===== config.mk =====
export PLATFORM = sky130hd
export DESIGN_NAME = divider_check_mul_seq
export DESIGN_NICKNAME = d
export VERILOG_FILES = /design/src/rtl/divider_check_mul_seq.sv
export SDC_FILE = /design/constraint.sdc
export NUM_CORES = 1
export LEC_CHECK = 0
export ABC_AREA = 0
export BUFFER_PORTS_ARGS = -buffer_cell sky130_fd_sc_hd__buf_4
export CAP_MARGIN = 15
export CORE_AREA = 4 4 164 166
export CTS_BUF_LIST = sky130_fd_sc_hd__clkbuf_16
export DETAILED_ROUTE_END_ITERATION = 16
export DIE_AREA = 0 0 168 170
export PLACE_DENSITY = 0.65
export SLEW_MARGIN = 5
export SYNTH_ARGS = -nofsm -noshare
export SYNTH_HDL_FRONTEND = slang
export SYNTH_SLANG_ARGS = --single-unit

===== constraint.sdc =====
create_clock -name clk -period 7.08 [get_ports clk]
set_input_delay 0.708 -clock clk [delete_from_list [all_inputs] [get_ports clk]]
set_output_delay 0.708 -clock clk [all_outputs]
set_load 0.01 [all_outputs]

===== src/rtl/divider_check_mul_seq.sv =====
// Shift-add multiply-accumulate that rebuilds a divider's dividend as P = Q*B + R.
// One divisor bit is consumed per clock, so a result is ready a fixed BW edges after accept.
module divider_check_mul_seq #(
  parameter int QW = 32,
  parameter int BW = 16,
  parameter int PW = QW + BW
) (
  input  logic          clk,
  input  logic          rst_n,
  input  logic          in_valid,
  output logic          in_ready,
  input  logic [QW-1:0] q_in,
  input  logic [BW-1:0] b_in,
  input  logic [QW-1:0] r_in,
  output logic          out_valid,
  input  logic          out_ready,
  output logic [PW-1:0] product,
  output logic [QW-1:0] a_rebuilt,
  output logic          overflow,
  output logic          rem_err
);

  // state | meaning
  // IDLE  | waiting for operands, in_ready=1
  // RUN   | BW shift-add iterations in progress
  // DONE  | result presented, waiting for out_ready
  typedef enum logic [1:0] {
    S_IDLE = 2'd0,
    S_RUN  = 2'd1,
    S_DONE = 2'd2
  } state_t;

  localparam int CW = (BW > 1) ? $clog2(BW) : 1;

  state_t        r_state;
  logic          r_in_ready;
  logic          r_out_valid;
  logic [PW-1:0] r_acc;
  logic [PW-1:0] r_mcand;
  logic [BW-1:0] r_mplier;
  logic [CW-1:0] r_cnt;
  logic          r_rem_err_lat;
  logic [PW-1:0] r_product;
  logic          r_overflow;
  logic          r_rem_err;

  logic [PW-1:0] w_acc_next;
  logic          w_rem_err_in;

  always_comb begin
    w_acc_next = r_acc;
    if (r_mplier[0]) begin
      w_acc_next = r_acc + r_mcand;
    end
  end

  // B is widened to QW bits so the remainder compare is unsigned and exact.
  assign w_rem_err_in = (b_in == '0) || (r_in >= QW'(b_in));

  always_ff @(posedge clk) begin
    if (!rst_n) begin
      r_state       <= S_IDLE;
      r_in_ready    <= 1'b1;
      r_out_valid   <= 1'b0;
      r_acc         <= '0;
      r_mcand       <= '0;
      r_mplier      <= '0;
      r_cnt         <= '0;
      r_rem_err_lat <= 1'b0;
      r_product     <= '0;
      r_overflow    <= 1'b0;
      r_rem_err     <= 1'b0;
    end else begin
      case (r_state)
        S_IDLE: begin
          if (in_valid) begin
            r_acc         <= {{BW{1'b0}}, r_in};
            r_mcand       <= {{BW{1'b0}}, q_in};
            r_mplier      <= b_in;
            r_rem_err_lat <= w_rem_err_in;
            r_cnt         <= '0;
            r_in_ready    <= 1'b0;
            r_state       <= S_RUN;
          end
        end
        S_RUN: begin
          r_acc    <= w_acc_next;
          r_mcand  <= r_mcand << 1;
          r_mplier <= r_mplier >> 1;
          r_cnt    <= r_cnt + CW'(1);
          if (r_cnt == CW'(BW - 1)) begin
            r_product   <= w_acc_next;
            r_overflow  <= |w_acc_next[PW-1:QW];
            r_rem_err   <= r_rem_err_lat;
            r_out_valid <= 1'b1;
            r_state     <= S_DONE;
          end
        end
        S_DONE: begin
          if (out_ready) begin
            r_out_valid <= 1'b0;
            r_in_ready  <= 1'b1;
            r_state     <= S_IDLE;
          end
        end
        default: begin
          r_out_valid <= 1'b0;
          r_in_ready  <= 1'b1;
          r_state     <= S_IDLE;
        end
      endcase
    end
  end

  assign in_ready  = r_in_ready;
  assign out_valid = r_out_valid;
  assign product   = r_product;
  assign a_rebuilt = r_product[QW-1:0];
  assign overflow  = r_overflow;
  assign rem_err   = r_rem_err;

endmodule

==> impl_results.md, run 1 <==
* Clock share of power at 39.2%
* TritonCTS clock tree: built
* WP data required at 7370 ps
* Top_reg_cell synth: dfxtp_1
* Switching share of total power at 29.7%
* Worst setup endpoint: overflow
* Routed vias/inst at 5.82
* Cell-internal power at 0.00168 W
* Largest net degree at the start of global routing at 107
* Clock sinks at between 150 and 200
* # fillers at roughly 2500
* Max-slew violation count at 0
* Fin. Hold Viols at 0
* R2r setup slk at between 3000 and 4000 ps
* Max-Slew Margin vs Limit at approximately a quarter
* Global route overflow at 0
* RSZ-0062 raised after global routing: no
* Status: finished clean
* Async SR Flop Fraction at 0%
* Most frequent cell after synthesis: nor2_1
* Pre-Repair DR Iteration Count at 5
* Final core occ at 48.7%
* Period utilization at 51.9%
* Worst r2r dst: overflow
* Mux cell area share after synthesis at 3.09%
* Fin cells at 1797
* Clock latency at the later pin of the worst-skew pair at 430 ps
* DPL Wire Length at between 20000 and 25000 um
* Worst flop-to-flop path startpoint: r_acc[0]
* Post-synth top cells: nor2_1 (179), dfxtp_1 (171), nand2_1 (157)
* Core Area at 25600 um^2
* Ys Warns at 0
* Power density cells at 191 nW/um^2
* Cells after DPL at ~1800
* DIE AREA at roughly 29000 um^2
* Final setup viols at 0
* Sequential area share after synthesis at 31.9%
* Die span in y at ~170 um
* Worst hold stages at 2
* Initial Utilization at 41.9%
* Total CTS buffers at 17
* # DRC at 0
* CP max stage delay at 540 ps
* CP Launch Point: r_acc[0]
* Switch Pwr at 0.000708 W
* Critical-path cell list: ha_1, inv_1, fa_1, nand2b_1, a21oi_2, o311a_4, a41oi_2, o41ai_1, a31oi_1, xor2_1, o211ai_1, a2111oi_0, a31oi_1
* Achievable Freq at 272 MHz
* Horiz. Die Dim at 168 um
* Simple-gate area share of the yosys netlist at 20.4%
* Net count after synthesis at 1532
* DRT iter0 DRCs at 1094
* I/O pins at 168
* Xor/xnor share of the synthesized area at between 2 and 3%
* Slowest CP cell: o41ai_1
* Mapped Cells at 1383
* CP top delay family: compound AO/OA/AOI/OAI gates
* Seq cells post-synth at 171
* Largest family of logic cells by synthesized area: compound AO/OA/AOI/OAI gates
* Final Critical Period at 3670 ps
* Critical path arrival at 3960 ps
* Ant. Diodes at 0
* Total GRT Usage at 22.7%
* Maximum vdd drop at 128 uV
* CP dominant cell by count: a31oi_1
* Post-synth cell types at 75
* Post-Syn Area per Cell at about 7.8 um^2
* Multi-input logic area at 6620 um^2
* Clock Pin Slew Worst Setup and Hold Paths at 70 ps
* Row count at 59
* Area delta synth->final at 16.3%
* Layout cells sized above 1 at between 10% and 20%
* PostCTS Resize Cnt at 0
* Post-synth EDFFs at 0
* Adder-Cell Fraction of Synth Area at 7.64%
* CP bufs+invs at 1
* Worst r2r path cells at 13
* Synthesized area at between 10000 and 15000 um^2
* Kind of end point of the critical path: register
* Setup TNS at 0 ps
* Vias in the first global route at 9784
* Nets at 1599
* Stages on worst setup path at 13
* Routed WL at 33400 um
* Compound-Gate Fraction of Synth Area at approximately 27%
* Post-CTS Hold Fix Bufs at 0
* Kind of critical path: register to register
* Storage element area at between 3000 and 4000 um^2
* Worst Skew at 10.8 ps
* Leak at 4.98 nW
* Clock Tree Root: clkbuf_16
* Combinational share of power at roughly 18%
* Synth area leaders: dfxtp_1 (32%), ha_1 (7.5%), nor2_1 (6.3%)
* Postcts setup bufs at 0
* Hold slack at 460 ps
* Slew @ Worst Pin at 1140 ps
* Post-synth top area share at 31.9%
* Clock tree buffer depth at 2
* Initial antenna violation count at 0
* Sequential Power Share at 43.3%
* RD Place Congestion at between 0.9 and 1
* WL/cell at around 19 um
* Synth area leader: dfxtp_1
* Crit-path max FO at 5
* Startpoint Class: register
* Antenna Violating Nets Remaining at 0
* DR vias at 10500
* Max cap viols at 0
* Buffers added on ports at around 170
* First-pass GRT wire length at around 53000 um
* Clock H-tree levels at 4
* Worst Hold Class: register to register
area by class of cell:
cell class | count | share of cell area [%]
sequential | 171 | 27.4
clock inverter | 14 | 1.17
clock buffer | 17 | 3.41
timing repair buffer | 176 | 10.7
tap | 335 | 3.36
inverter | 29 | 0.892
multi-input combinational | 1055 | 53.1
how the worst min path moves through the flow:
| stage | start | to | slack, ps |
|---|---|---|---|
| final | r_rem_err_lat | rem_err | 460 |
| after global routing | r_rem_err_lat | rem_err | 490 |
| after CTS | r_rem_err_lat | rem_err | 460 |
| after detailed placement | r_rem_err_lat | rem_err | 450 |
| after global placement | r_rem_err_lat | rem_err | 440 |
| after floorplan | r_rem_err_lat | rem_err | 430 |
cells in the final DEF (no fill, tap or decap), drive strengths merged, types with 19 or more instances in the layout:
cell type    n
a211oi      55
ha          64
a21oi      132
mux2i       32
dfxtp      171
o21a        19
o211ai      23
inv         31
a21o        22
nor2       180
buf        176
o21ai       68
nor3        21
a22oi       27
nand2      157
nand4       24
nand3       42
xnor2       21
stage by stage:
step                power, W  area [um^2]  setup WS (ps)
finish               0.00239        12500           3410
global route         0.00249        12500           3160
CTS                  0.00239        12500           3450
detailed placement   0.00146        11900           3480
global placement     0.00146        11900           3570
floorplan            0.00133        10700           3980
power by group through the flow:
stage	sequential, W	combinational [W]	clock, W
3_3_place_gp	0.00105	0.000406	0
3_5_place_dp	0.00105	0.000409	0
6_report	0.00103	0.000417	0.000935
4_1_cts	0.00103	0.000411	0.000948
5_1_grt	0.00104	0.000462	0.000986
2_1_floorplan	0.00104	0.000288	0
layer usage:
metal  vias to the layer above  GRT usage [%]  part of all wire (%)
met2                       347           34.6                    44
met1                      4946           33.0                    47
met4                         0           6.85                   2.2
met5                         -              0                     0
li1                       5131              -                     -
met3                        43           3.65                   6.5
kinds of logic after synthesis:
logic type	Yosys count
and+or+nand+nor	489
AOI/OAI and AO/OA	432
DFF	171
buffers and inverters	157
adders and majority gates	65
xor gates and xnor gates	36
muxes	33
worst reg2reg max path, cell delays in order, from the launching register on:
cell and delay [ps]:
dfxtp_1 360, ha_1 180, inv_1 60, fa_1 380, nand2b_1 180, a21oi_2 200
o311a_4 270, a41oi_2 220, o41ai_1 540, a31oi_1 200, xor2_1 250, o211ai_1 120
a2111oi_0 450, a31oi_1 130
flip-flops by register name, indices dropped and copies added (netlist names):
| signal | flops |
|---|---|
| r_mcand | 48 |
| in_ready | 1 |
| r_cnt | 4 |
| product | 48 |
| r_rem_err_lat | 1 |
| r_mplier | 16 |
| r_acc | 48 |
| rem_err | 1 |
| out_valid | 1 |
| r_state | 2 |
| overflow | 1 |
No activity file was read; power rests on OpenSTA's default activity.
==> run 2, diff against run 1 <==
Settings changed: PLACE_DENSITY 0.65 to 0.68.
Clock period 7.08 ns to 3 ns, I/O delays scaled along.
==> impl_results.md, run 2 (same netlist as run 1, synthesis figures left out) <==
* WP data required at 3300 ps (was 7370 ps)
* Switch Pwr at 0.00178 W (was 0.000708 W)
* Slew @ Worst Pin at 671 ps (was 1140 ps)
* Failing checks: negative setup slack
* Antenna Violating Nets Remaining at 0 (unchanged)
* CP max stage delay at 360 ps (was 540 ps)
* Leak at 6.18 nW (was 4.98 nW)
* Power density cells at 398 nW/um^2 (was 191 nW/um^2)
* Status: finished with violations (was finished clean)
* Clock latency at the later pin of the worst-skew pair at 430 ps (about the same)
* Achievable Freq at 312 MHz (was 272 MHz)
* Hold slack at 135 ps (was 460 ps)
* Nets at 1818 (was 1599)
* Total CTS buffers at 17 (unchanged)
* Initial antenna violation count at 0 (unchanged)
* Startpoint Class: register (unchanged)
* Final core occ at 57.0% (was 48.7%)
* Largest net degree at the start of global routing at 83 (was 107)
* Setup TNS at -213 ps (was 0 ps)
* Maximum vdd drop at 261 uV (was 128 uV)
* Clock share of power at 35.2% (was 39.2%)
* Pre-Repair DR Iteration Count at 5 (unchanged)
* Buffers added on ports at 167 (unchanged)
* RSZ-0062 raised after global routing: yes (was no)
* Slack of the critical path at -204 ps (was 3410 ps)
* R2r setup slk at -200 ps (was 3410 ps)
* Post-CTS Hold Fix Bufs at 0 (unchanged)
* DIE AREA at 28600 um^2 (unchanged)
* Clock sinks at 171 (unchanged)
* Die span in y at 170 um (unchanged)
* Horiz. Die Dim at 168 um (unchanged)
* Max-Slew Margin vs Limit at 55.3% (was 24.1%)
* Routed vias/inst at 5.65 (was 5.82)
* Final Critical Period at 3200 ps (was 3670 ps)
* Routed WL at 36700 um (was 33400 um)
* Period utilization at 107% (was 51.9%)
* Max cap viols at 0 (unchanged)
* # DRC at 0 (unchanged)
* DRT iter0 DRCs at 1085 (was 1094)
* Clock H-tree levels at 4 (unchanged)
* Crit-path max FO at 3 (was 5)
* Total GRT Usage at 24.7% (was 22.7%)
* Clock Tree Root: clkbuf_16 (unchanged)
* Global route overflow at 0 (unchanged)
* First-pass GRT wire length at 57900 um (was 53100 um)
* Slowest CP cell: dfxtp_2 (was o41ai_1)
* Ant. Diodes at 0 (unchanged)
* TritonCTS clock tree: built (unchanged)
* Critical path arrival at 3510 ps (was 3960 ps)
* Clock Pin Slew Worst Setup and Hold Paths at 70 ps (about the same)
* Cell-internal power at 0.00404 W (was 0.00168 W)
* CP top delay family: compound AO/OA/AOI/OAI gates (unchanged)
* DPL Wire Length at 27500 um (was 24200 um)
* Layout cells sized above 1 at 31.2% (was 16.5%)
* Worst Skew at 11.3 ps (was 10.8 ps)
* Area delta synth->final at 36.0% (was 16.3%)
* I/O pins at 168 (unchanged)
* DR vias at 11400 (was 10500)
* Worst Hold Class: primary input to register (was register to register)
* WL/cell at 18.2 um (was 18.6 um)
* Max-slew violation count at 0 (unchanged)
* Initial Utilization at 41.9% (unchanged)
* # fillers at 2340 (was 2529)
* Core Area at 25600 um^2 (unchanged)
* Vias in the first global route at 11100 (was 9784)
* Fin. Hold Viols at 0 (unchanged)
* CP bufs+invs at 2 (was 1)
* Total Power at 0.00581 W (was 0.00239 W)
* Kind of critical path: register to register (unchanged)
* Critical-path cell list: ha_4, inv_2, fa_2, nand2b_4, a21oi_4, o311a_4, a41oi_4, o41a_1, o21ai_2, buf_4, xor2_2, o31a_1, nor4_2, a31oi_1 (was ha_1, inv_1, fa_1, nand2b_1, a21oi_2, o311a_4, a41oi_2, o41ai_1, a31oi_1, xor2_1, o211ai_1, a2111oi_0, a31oi_1)
* Sequential Power Share at 42.0% (was 43.3%)
* Most frequent cells in the layout: buf_4 (383), nor2_1 (174), dfxtp_1 (162), nand2_1 (154), a21oi_1 (116) (was nor2_1 (176), buf_4 (175), dfxtp_1 (170), nand2_1 (157), a21oi_1 (127))
* Clock tree buffer depth at 2 (unchanged)
* RD Place Congestion at 0.939 (was 0.916)
* Kind of end point of the critical path: register (unchanged)
* Final setup viols at 2 (was 0)
* Combinational share of power at 22.9% (was 17.5%)
* Most common cell after layout, fill and taps aside: buf_4 (was nor2_1)
* Row count at 59 (unchanged)
* Switching share of total power at 30.6% (was 29.7%)
run 2: cell count changes in the layout (fill, tap and decap cells not counted), sizes merged:
cell and change:
inv +1, bufinv -2, buf +219, clkinv +1, clkinvlp +1
run 2: metal layers:
layer / global-route usage (%) / wire length [um] / up-vias
li1: - / - / 5571
met1: 33.8 / 17000 / 5423
met2: 40.9 / 17000 / 350
met3: 3.30 / 1970 / 51
met4: 7.30 / 735 / 0
met5: 0 / 0 / -
run 2: worst paths after layout:
path | start | to | depth (start not counted)
worst max-delay path | r_acc[0] | overflow | 14
worst min-delay path | r_in[24] | r_acc[24] | 3
worst max register to register | r_acc[0] | overflow | 14
worst min register to register | product[46] | product[46] | 2
run 2: cell type report:
type | instances | area [um^2] | area share [%]
clock buffer | 17 | 425 | 2.91
inverter | 29 | 111 | 0.763
sequential | 171 | 3430 | 23.5
timing repair buffer | 395 | 3070 | 21.0
clock inverter | 15 | 101 | 0.694
multi-input combinational | 1055 | 7040 | 48.2
tap | 335 | 419 | 2.87
run 2: power by group through the flow:
stage | logic (W) | registers, W | clock network [W]
CTS | 0.00127 | 0.00243 | 0.00207
global placement | 0.00122 | 0.00247 | 0
global route | 0.00144 | 0.00245 | 0.00216
detailed placement | 0.00124 | 0.00248 | 0
finish | 0.00133 | 0.00244 | 0.00204
floorplan | 0.000683 | 0.00246 | 0
run 2: per-stage QoR:
stage / area, um^2 / instances / setup slack [ps]
6_report: 14600 / 2017 / -204
2_1_floorplan: 10800 / 1383 / 24.4
5_1_grt: 14600 / 2017 / -278
4_1_cts: 14300 / 2012 / -184
3_3_place_gp: 13500 / 1969 / -287
3_5_place_dp: 13500 / 1969 / -355
run 2: timing repair:
item                                    CTS  global route
resized for setup                        35            50
setup buffers                            12             7
pin swaps                                26            35
endpoints found under the setup margin   23            42
run 2: worst reg2reg max path: cells and delay by family (launching register included):
kind,cells,cell delay (ps)
buffers and inverters,2,190
flip-flops,1,360
XOR/XNOR,1,70
AO/OA/AOI/OAI,7,1480
AND/OR/NAND/NOR,2,510
adder cells (fa/ha/maj),2,490
==> run 3, diff against run 2 <==
==> constraint.sdc (replaced) <==
create_clock -name clk -period 3 [get_ports clk]
set_input_delay 0.6 -clock clk [delete_from_list [all_inputs] [get_ports clk]]
set_output_delay 0.6 -clock clk [all_outputs]
set_load 0.01 [all_outputs]
==> impl_results.md, run 3 (same netlist as run 1, synthesis figures left out) <==
* Vias in the first global route at 10700 (was 11100)
* Worst Skew at 10.6 ps (was 11.3 ps)
* Antenna Violating Nets Remaining at 0 (unchanged)
* Max cap viols at 0 (unchanged)
* Horiz. Die Dim at 168 um (unchanged)
* Critical path arrival at 3490 ps (was 3510 ps)
* Largest net degree at the start of global routing at 83 (unchanged)
* Kind of end point of the critical path: register (unchanged)
* Startpoint Class: register (unchanged)
* Period utilization at 106% (was 107%)
* Post-CTS Hold Fix Bufs at 0 (unchanged)
* Worst r2r path cells at 11 (was 14)
* Clock latency at the later pin of the worst-skew pair at 440 ps (was 430 ps)
* Critical-path cell list: ha_2, nand4_2, nor4_2, o2111ai_2, buf_4, a211oi_2, mux2i_1, a211oi_2, o2111ai_1, nor4_2, a31oi_1 (was ha_4, inv_2, fa_2, nand2b_4, a21oi_4, o311a_4, a41oi_4, o41a_1, o21ai_2, buf_4, xor2_2, o31a_1, nor4_2, a31oi_1)
* Status: finished with violations (unchanged)
* Clock Tree Root: clkbuf_16 (unchanged)
* Worst hold stages at 3 (unchanged)
* CP max stage delay at 440 ps (was 360 ps)
* Dpl ws at -271 ps (was -355 ps)
* Max-slew violation count at 0 (unchanged)
* Layout cells sized above 1 at 29.6% (was 31.2%)
* TritonCTS clock tree: built (unchanged)
* WP data required at 3310 ps (was 3300 ps)
* Power density cells at 405 nW/um^2 (was 398 nW/um^2)
* DPL Wire Length at 27100 um (was 27500 um)
* Slowest CP cell: nor4_2 (was dfxtp_2)
* Clock Pin Slew Worst Setup and Hold Paths at 70 ps (about the same)
* Hold slack at 436 ps (was 135 ps)
* Total GRT Usage at 24.5% (was 24.7%)
* Initial Utilization at 41.9% (unchanged)
* I/O pins at 168 (unchanged)
* Buffers added on ports at 167 (unchanged)
* # DRC at 0 (unchanged)
* WL/cell at 18.1 um (was 18.2 um)
* Most frequent cells in the layout: buf_4 (371), nor2_1 (174), dfxtp_1 (165), nand2_1 (155), a21oi_1 (119) (was buf_4 (383), nor2_1 (174), dfxtp_1 (162), nand2_1 (154), a21oi_1 (116))
* DIE AREA at 28600 um^2 (unchanged)
* Crit-path max FO at 7 (was 3)
* Final setup viols at 2 (unchanged)
* Final Critical Period at 3180 ps (was 3200 ps)
* DR vias at 11300 (was 11400)
* RD Place Congestion at 0.954 (was 0.939)
* Leak at 6.13 nW (was 6.18 nW)
* Routed WL at 36300 um (was 36700 um)
* Die span in y at 170 um (unchanged)
* Nets at 1806 (was 1818)
* Clock sinks at 171 (unchanged)
* Ant. Diodes at 0 (unchanged)
* Achievable Freq at 315 MHz (was 312 MHz)
* Global route overflow at 0 (unchanged)
* Slew @ Worst Pin at 692 ps (was 671 ps)
* Worst Hold Class: primary input to register (unchanged)
* Core Area at 25600 um^2 (unchanged)
* Slack of the critical path at -179 ps (was -204 ps)
* Post-DP Area at 13500 um^2 (about the same)
* First-pass GRT wire length at 57200 um (was 57900 um)
* Total CTS buffers at 17 (unchanged)
* Initial antenna violation count at 0 (unchanged)
* Fin. Hold Viols at 0 (unchanged)
* Row count at 59 (unchanged)
* Finished Cell Area at 14400 um^2 (was 14600 um^2)
* DRT iter0 DRCs at 931 (was 1085)
* R2r setup slk at -180 ps (was -200 ps)
* Most common cell after layout, fill and taps aside: buf_4 (unchanged)
* Failing checks: negative setup slack (unchanged)
* Routed vias/inst at 5.66 (was 5.65)
* Pre-Repair DR Iteration Count at 5 (unchanged)
* RSZ-0062 raised after global routing: yes (unchanged)
* Area delta synth->final at 34.3% (was 36.0%)
* Clock H-tree levels at 4 (unchanged)
* Kind of critical path: register to register (unchanged)
* Maximum vdd drop at 397 uV (was 261 uV)
* Max-Slew Margin vs Limit at 53.8% (was 55.3%)
* Clock tree buffer depth at 2 (unchanged)
[run 3: cell count changes in the layout (fill, tap and decap cells not counted), moves of 3 or more]
| cell | previous run | this run |
|---|---|---|
| buf_4 | 383 | 371 |
| ha_4 | 8 | 3 |
| ha_1 | 55 | 59 |
| a211oi_1 | 46 | 49 |
| a211oi_2 | 9 | 6 |
| a21oi_1 | 116 | 119 |
| a21oi_2 | 15 | 12 |
| dfxtp_1 | 162 | 165 |
| dfxtp_2 | 9 | 6 |
[run 3: power breakdown]
| group | switching, W | internal, W |
|---|---|---|
| logic | 0.000704 | 0.000602 |
| registers | 0.0000727 | 0.00236 |
| clock network | 0.00103 | 0.00107 |
[run 3: repair_timing]
| item | in CTS | in global routing |
|---|---|---|
| buffers inserted | 4 | 7 |
| endpoints found under the setup margin | 16 | 36 |
| pin swaps | 10 | 19 |
| gates resized for setup | 17 | 45 |
[run 3: per-layer routing]
metal	GRT usage, %	routed length, um	vias to the layer above
met5	0	0	-
met4	7.94	944	0
met3	4.30	2530	68
met2	39.1	16400	409
met1	33.8	16400	5316
li1	-	-	5546
[run 3: worst paths after layout]
| kind | start | endpoint |
|---|---|---|
| min reg2reg | r_rem_err_lat | rem_err |
| max | r_mcand[16] | overflow |
| max reg2reg | r_mcand[16] | overflow |
| min | q_in[31] | r_mcand[31] |
[run 3: critical path: cells and delay by family, from the launching register on]
kind                       cells  cell delay (ps)
DFF                            1              330
buffers and inverters          1              200
muxes                          1              130
and+or+nand+nor                3              960
AOI/OAI and AO/OA              5             1030
adders and majority gates      1              410
[run 3: area by class of cell]
cell class,instances,area [um^2]
fill,2416,11200
timing repair buffer,383,3000
sequential,171,3430
tap,335,419
clock inverter,15,118
inverter,29,111
clock buffer,17,425
multi-input combinational,1055,6910
[run 3: metrics by stage]
stage               util [%]  setup TNS, ps  instances  power, W
floorplan                  -              0       1383   0.00315
global placement        52.7           -318       1964   0.00369
detailed placement      52.7           -654       1964   0.00371
CTS                     55.3           -178       2000   0.00581
global route            56.3          -1280       2005   0.00608
finish                  56.3           -208       2005   0.00584
